===== src/rtl/ser_pkg.sv =====
// ser_pkg: shared FSM state type and parameter defaults for bit_serializer
package ser_pkg;
  typedef enum logic {IDLE, SHIFT} state_t;
  localparam int DEF_DATA_W    = 8;
  localparam bit DEF_MSB_FIRST = 1'b1;
  localparam bit DEF_IDLE_BIT  = 1'b0;
endpackage


===== src/rtl/bit_serializer.sv =====
// bit_serializer: parallel-to-serial shifter with a one-word skid so words stream back to back
module bit_serializer
  import ser_pkg::*;
#(
  parameter int DATA_W    = DEF_DATA_W,
  parameter bit MSB_FIRST = DEF_MSB_FIRST,
  parameter bit IDLE_BIT  = DEF_IDLE_BIT
) (
  input  logic              clk,
  input  logic              rstn,
  input  logic [DATA_W-1:0] in_data,
  input  logic              in_valid,
  output logic              in_ready,
  output logic              ser_out,
  output logic              ser_valid,
  output logic              ser_last,
  output logic              busy
);
  localparam int CW = $clog2(DATA_W);
  state_t            state;
  logic [CW-1:0]     cnt;
  logic [DATA_W-1:0] shreg, hold, shifted;
  logic              hold_full, xfer, last;
  assign in_ready  = !hold_full;
  assign xfer      = in_valid && in_ready;
  assign last      = state == SHIFT && cnt == CW'(DATA_W - 1);
  assign shifted   = MSB_FIRST ? {shreg[DATA_W-2:0], 1'b0} : {1'b0, shreg[DATA_W-1:1]};
  assign ser_valid = state == SHIFT;
  assign ser_last  = last;
  assign ser_out   = state == SHIFT ? (MSB_FIRST ? shreg[DATA_W-1] : shreg[0]) : IDLE_BIT;
  assign busy      = state == SHIFT || hold_full;
  // On the last-bit edge the next word (held first, else incoming) refills the shifter with no gap
  always_ff @(posedge clk or negedge rstn) begin
    if (!rstn) begin
      state     <= IDLE;
      cnt       <= '0;
      shreg     <= '0;
      hold      <= '0;
      hold_full <= 1'b0;
    end else if (state == IDLE) begin
      if (xfer) begin
        state <= SHIFT;
        shreg <= in_data;
        cnt   <= '0;
      end
    end else if (last) begin
      cnt <= '0;
      if (hold_full) begin
        shreg     <= hold;
        hold_full <= 1'b0;
      end else if (xfer) shreg <= in_data;
      else state <= IDLE;
    end else begin
      shreg <= shifted;
      cnt   <= cnt + 1'b1;
      if (xfer) begin
        hold      <= in_data;
        hold_full <= 1'b1;
      end
    end
  end
endmodule


===== config.mk =====
export PLATFORM = sky130hd
export DESIGN_NAME = bit_serializer
export DESIGN_NICKNAME = d
export VERILOG_FILES = /design/src/rtl/ser_pkg.sv /design/src/rtl/bit_serializer.sv
export SDC_FILE = /design/constraint.sdc
export NUM_CORES = 1
export LEC_CHECK = 0
export CAP_MARGIN = 20
export CORE_ASPECT_RATIO = 1.25
export CORE_MARGIN = 2
export CORE_UTILIZATION = 53
export CTS_BUF_LIST = sky130_fd_sc_hd__clkbuf_8
export CTS_CLUSTER_DIAMETER = 120
export DETAILED_ROUTE_END_ITERATION = 10
export GPL_TIMING_DRIVEN = 0
export MAX_ROUTING_LAYER = met4
export PLACE_DENSITY_LB_ADDON = 0.08
export SLEW_MARGIN = 0
export SYNTH_ARGS = -nofsm -noshare
export SYNTH_HDL_FRONTEND = slang
export SYNTH_SLANG_ARGS = --single-unit

===== constraint.sdc =====
create_clock -name clk -period 3.7 [get_ports clk]
set_input_delay 0.925 -clock clk [delete_from_list [all_inputs] [get_ports clk]]
set_output_delay 0.925 -clock clk [all_outputs]
set_load 0.02 [all_outputs]

==> results of run 1 <==
==> per-layer routing <==
metal / up-vias / track usage / routed length (um) / part of all wire
met5: - / - / 0 / 0
met4: 0 / 0.0378 / 12 / 0.0057
met3: 2 / 0.0294 / 77 / 0.037
met2: 18 / 0.331 / 1080 / 0.51
met1: 384 / 0.237 / 929 / 0.44
li1: 384 / - / - / -
==> state kept, by name, summed over array words and instances (netlist names) <==
register   cells
cnt            3
hold_full      1
hold           8
ser_valid      1
shreg          8
==> cells in the mapped netlist <==
cell | number | area (um2)
nor2_1 | 1 | 3.75
o22ai_1 | 9 | 56.3
clkbuf_4 | 1 | 7.51
o21ai_0 | 1 | 5.00
buf_8 | 1 | 15.0
nor3_1 | 1 | 5.00
nand2_1 | 3 | 11.3
inv_2 | 1 | 3.75
ha_1 | 2 | 25.0
a221oi_2 | 7 | 105
nor2b_1 | 2 | 12.5
and2_1 | 2 | 12.5
a21oi_1 | 1 | 5.00
o21ai_1 | 2 | 10.0
buf_2 | 2 | 10.0
a211oi_1 | 2 | 15.0
clkbuf_1 | 1 | 3.75
nand2b_4 | 1 | 13.8
mux2i_1 | 14 | 140
dfrtp_1 | 21 | 526
nand2b_1 | 1 | 6.26
mux2_1 | 8 | 90.1
nor2_4 | 1 | 11.3
inv_1 | 3 | 11.3
nand3_1 | 2 | 10.0
==> worst min path at each step <==
stage                  from      end  slack [ns]  cells after the start
floorplan           hold[0]  hold[0]        0.45                      1
global placement    hold[3]  hold[3]        0.47                      1
detailed placement  hold[0]  hold[0]        0.47                      1
CTS                 hold[0]  hold[0]        0.49                      1
global route        hold[3]  hold[3]        0.51                      1
finish              hold[0]  hold[0]        0.49                      1
==> cells by family (layout without fill, tap and decap cells) <==
group | Yosys count | count (layout) | share of synthesized area
adders and majority gates | 2 | 2 | 0.0224
and+or+nand+nor | 14 | 14 | 0.0774
buffers and inverters | 9 | 28 | 0.0460
DFF | 21 | 21 | 0.471
muxes | 22 | 22 | 0.207
AOI/OAI and AO/OA | 22 | 22 | 0.176
==> area by class of cell <==
cell class	instances	area, um2	share of cell area
inverters	4	15.0	0.0112
repair buffers	15	150	0.112
flip-flops and latches	21	526	0.394
multi-input cells	60	538	0.403
well taps	20	25.0	0.0187
clock buffers	3	41.3	0.0309
plain buffers	5	36.3	0.0272
clock inverters	1	3.75	0.00281
==> per-stage QoR <==
stage / hold WS (ns) / setup slack [ns] / std cells / power [mW]
floorplan: 0.452 / 1.80 / 90 / 0.781
global placement: 0.469 / 1.29 / 125 / 0.895
detailed placement: 0.473 / 1.27 / 125 / 0.917
CTS: 0.490 / 0.984 / 129 / 1.07
global route: 0.515 / 0.929 / 129 / 1.13
finish: 0.488 / 0.993 / 129 / 1.05
==> worst reg2reg max path, cell delays in order, from the launching register on <==
cell and delay [ns]:
dfrtp_1 0.41, ha_1 0.21, ha_1 0.22, nand2b_1 0.20, nor2_4 0.29, mux2_1 0.36
==> report_power, final <==
group | switching, mW | internal (mW)
Sequential | 0.0675 | 0.345
Combinational | 0.257 | 0.243
Clock | 0.0679 | 0.0737
==> impl_metrics.toml, run 1 <==
[detailed_routing]
num_vias = 788
drtAntennaViolNets = 0
drt-pass1-iter-count = 4
routedWlPerCell_um = 16.3
first_iter_violations = 10
totalWireLength_um = 2100
vias_per_cell = 6.11
drc_errors = 0

[place]
routabilityCongestion = 0.737
dpl_cell_area_um2 = 1290
dp_hpwl_um = 1440
port-buffer-count = 15

[setup_path]
worstSetupStartpoint = "cnt[0]"
crit_path_end_kind = "output pin"
r2r_end = "hold[6]"
arrival_ns = 1.78
ff2ff_path_depth = 5
cp_slowest_cell = "clkdlybuf4s50_1"
crit_path_max_fanout = 5
critical_path_class = "flip-flop to output pin"
slowest_delay_ns = 0.53
crit_top_cell = "ha_1"
cp_cell_sequence = "ha_1, ha_1, and2_1, clkdlybuf4s50_1"
r2r-start = "cnt[0]"
cp_data_required_time_ns = 2.77
cp-endpoint = "ser_last"
startpoint_type = "flip-flop"
crit_buf_inv = 1
cp.depth = 4
r2r_slack_ns = 1.90
crit_family = "buffers and inverters"

[clocking]
cts_resized = 0
clock_sinks = 21
clk_pin_slew_ns = 0.07
ctsHtreeMaxLevel = 1
cts_tree = "built"
cts_root_buffer = "clkbuf_8"
clock_latency_ns = 0.25
ctsHoldBuffers = 0
post_cts_buffers = 0
cts_buffer_depth = 2
cts_buffers = 3

[timing]
rsz0062_at_grt = "false"
skew_ns = 0.00262
relSlewSlack = 0.386
tns_ns = 0
fin_crit_sh = 0.732
finalHoldViolCount = 0
worst_pin_slew_ns = 0.918
period_minus_slack_ns = 2.71
setup_viol_count_final = 0
fmax_mhz = 369
maxSlewViolCount = 0

[global_route]
grt_pass1_wl_um = 3510
grt_max_degree = 22
grt_overflow_total = 0
grt_usage = 0.194
grt_pass1_vias = 785
antenna_found_initial = 0

[cells_and_area]
layout_commonest_cell = "dfrtp_1"
num-fill-cells = 160
finalCoreUtilization = 0.674
fin_area_um2 = 1340
final_nets = 123
syn_to_final_growth_pct = 19.8
final_cell_mix = "dfrtp_1 (21), clkdlybuf4s50_1 (15), mux2i_1 (14), o22ai_1 (9), mux2_1 (8)"
n_antenna_cell = 0
layout-drive-gt1-share = 0.156

[yosys]
synth_nets = 103
avgSynthCellArea_um2 = 12.4
ys_types = 25
netlist_area_um2 = 1110
ys_warn_count = 0
syn_inst = 90
ys_seq_elements = 21
ys_seq_area_frac = 0.471

[status]
status = "finished clean"

[floorplanning]
initial_core_util = 0.562
fp.dieW_um = 45.0
coreArea_um2 = 1980
row_count = 18
die_area_um2 = 2490
ioPinCount = 16
die_h_um = 55.3

[power]
powerDensity_nw_per_um2 = 789
leakagePower_nw = 0.634
vdd_drop_max_uv = 500

[flow_run]
drv_cap = 0

[min_path]
min_path_type = "flip-flop to flip-flop"
(Power assumes the default switching activity.)
==> run 2: changes to the inputs <==
- CORE_UTILIZATION: 53 -> 50
- clock period: 3.7 -> 2.49 ns (I/O delays scaled with it)
==> impl_metrics.toml, run 2 (synthesis gave the netlist of run 1 again) <==
[setup_path]
crit_top_cell = "ha_1"
cp_cell_sequence = "ha_1, ha_1, and2_1, clkdlybuf4s50_1"
slowest_delay_ns = 0.53
arrival_ns = 1.78
crit_path_max_fanout = 5
critical_path_class = "flip-flop to output pin"
cp_slowest_cell = "clkdlybuf4s50_1"
crit_path_end_kind = "output pin"
cp_data_required_time_ns = 1.87
startpoint_type = "flip-flop"

[detailed_routing]
num_vias = 790
drc_errors = 0
first_iter_violations = 12
totalWireLength_um = 2180
drt-pass1-iter-count = 4
routedWlPerCell_um = 15.4
drtAntennaViolNets = 0
vias_per_cell = 5.60

[clocking]
cts_tree = "built"
post_cts_buffers = 0
clock_sinks = 21
cts_buffer_depth = 2
cts_buffers = 3
cts_resized = 0
ctsHtreeMaxLevel = 1
ctsHoldBuffers = 0
cts_root_buffer = "clkbuf_8"
clk_pin_slew_ns = 0.07
clock_latency_ns = 0.26

[place]
placed_cells = 136
dpl_cell_area_um2 = 1300
port-buffer-count = 15
routabilityCongestion = 0.764
dp_hpwl_um = 1480

[timing]
finalHoldViolCount = 0
fin_crit_sh = 0.966
worst_pin_slew_ns = 0.573
relSlewSlack = 0.618
whs_ns = 0.492
tns_ns = 0
rsz0062_at_grt = "false"
maxSlewViolCount = 0
period_minus_slack_ns = 2.40
setup_viol_count_final = 0
fmax_mhz = 416
skew_ns = 0.00417

[cells_and_area]
n_antenna_cell = 0
final_nets = 124
final_cell_mix = "dfrtp_1 (21), clkdlybuf4s50_1 (15), mux2i_1 (14), o22ai_1 (9), mux2_1 (8)"
layout_commonest_cell = "dfrtp_1"
syn_to_final_growth_pct = 23.5
layout-drive-gt1-share = 0.164
fin_area_um2 = 1380
reg.largest.list = "hold (8), shreg (8), cnt (3)"
stdcell_count = 141

[floorplanning]
fp.dieW_um = 46.2
die_h_um = 56.8
die_area_um2 = 2630
ioPinCount = 16
coreArea_um2 = 2160
initial_core_util = 0.515
row_count = 19

[global_route]
met3_usage = 0.0193
antenna_found_initial = 0
grt_usage = 0.193
grt_max_degree = 22
grt_pass1_wl_um = 3510
busiest_layer = "met2"
use_met1 = 0.237
grt_pass1_vias = 781
grt_overflow_total = 0
use_met2 = 0.310

[min_path]
min_path_type = "flip-flop to flip-flop"

[flow_run]
drv_cap = 0

[status]
status = "finished clean"

[power]
power_mw = 1.57
vdd_drop_max_uv = 683
leakagePower_nw = 0.647
powerDensity_nw_per_um2 = 1140
## run 2: changes by cell type in the layout (fill, tap and decap cells not counted), sizes merged
cell / before / now
buf: 3 / 4
## run 2: path summary, 6_finish.rpt
kind                         start  endpoint  slack, ns  cells past startpoint
setup / recovery            cnt[0]  ser_last       0.09                      4
hold / removal             hold[3]   hold[3]       0.49                      1
setup reg to reg            cnt[0]   hold[6]       0.68                      5
hold reg to reg            hold[3]   hold[3]       0.49                      1
max in group asynchronous     rstn  shreg[5]       1.46                      2
min in group asynchronous     rstn  shreg[0]       0.63                      1
## run 2: critical path, delay by kind of cell (launching register included)
kind,cells,cell delay [ns]
buffers and inverters,1,0.53
adders and majority gates,2,0.43
DFF,1,0.40
and+or+nand+nor,1,0.16
## run 2: final cells by class
cell class                 instances  area (um2)
multi-input combinational         60         538
buffer                             5        36.3
fill                             181         787
timing repair buffer              16         178
sequential                        21         526
clock buffer                       3        41.3
clock inverter                     1        3.75
tap                               31        38.8
inverter                           4        15.0
## run 2: report_power, final
group          switching (mW)  internal (mW)
logic                   0.378          0.366
clock network           0.105          0.110
registers               0.103          0.512
total                   0.586          0.988
## run 2: routing by layer
metal  share of wire  vias up  wire length (um)
li1                -      384                 -
met1            0.46      384              1010
met2            0.49       18              1080
met3           0.029        4                63
met4           0.016        0                34
met5               0        -                 0
## run 2: per-stage QoR
step | setup WS (ns) | utilization
floorplan | 0.870 | -
detailed placement | 0.368 | 0.603
finish | 0.0856 | 0.636
global route | 0.0385 | 0.636
global placement | 0.376 | 0.603
CTS | 0.0776 | 0.623
==> run 3: changes to the inputs <==
- CTS_CLUSTER_DIAMETER: 120 -> 40
==> results of run 3 <==
Same layout as run 2: the final DEF is identical, and so are final timing and power.
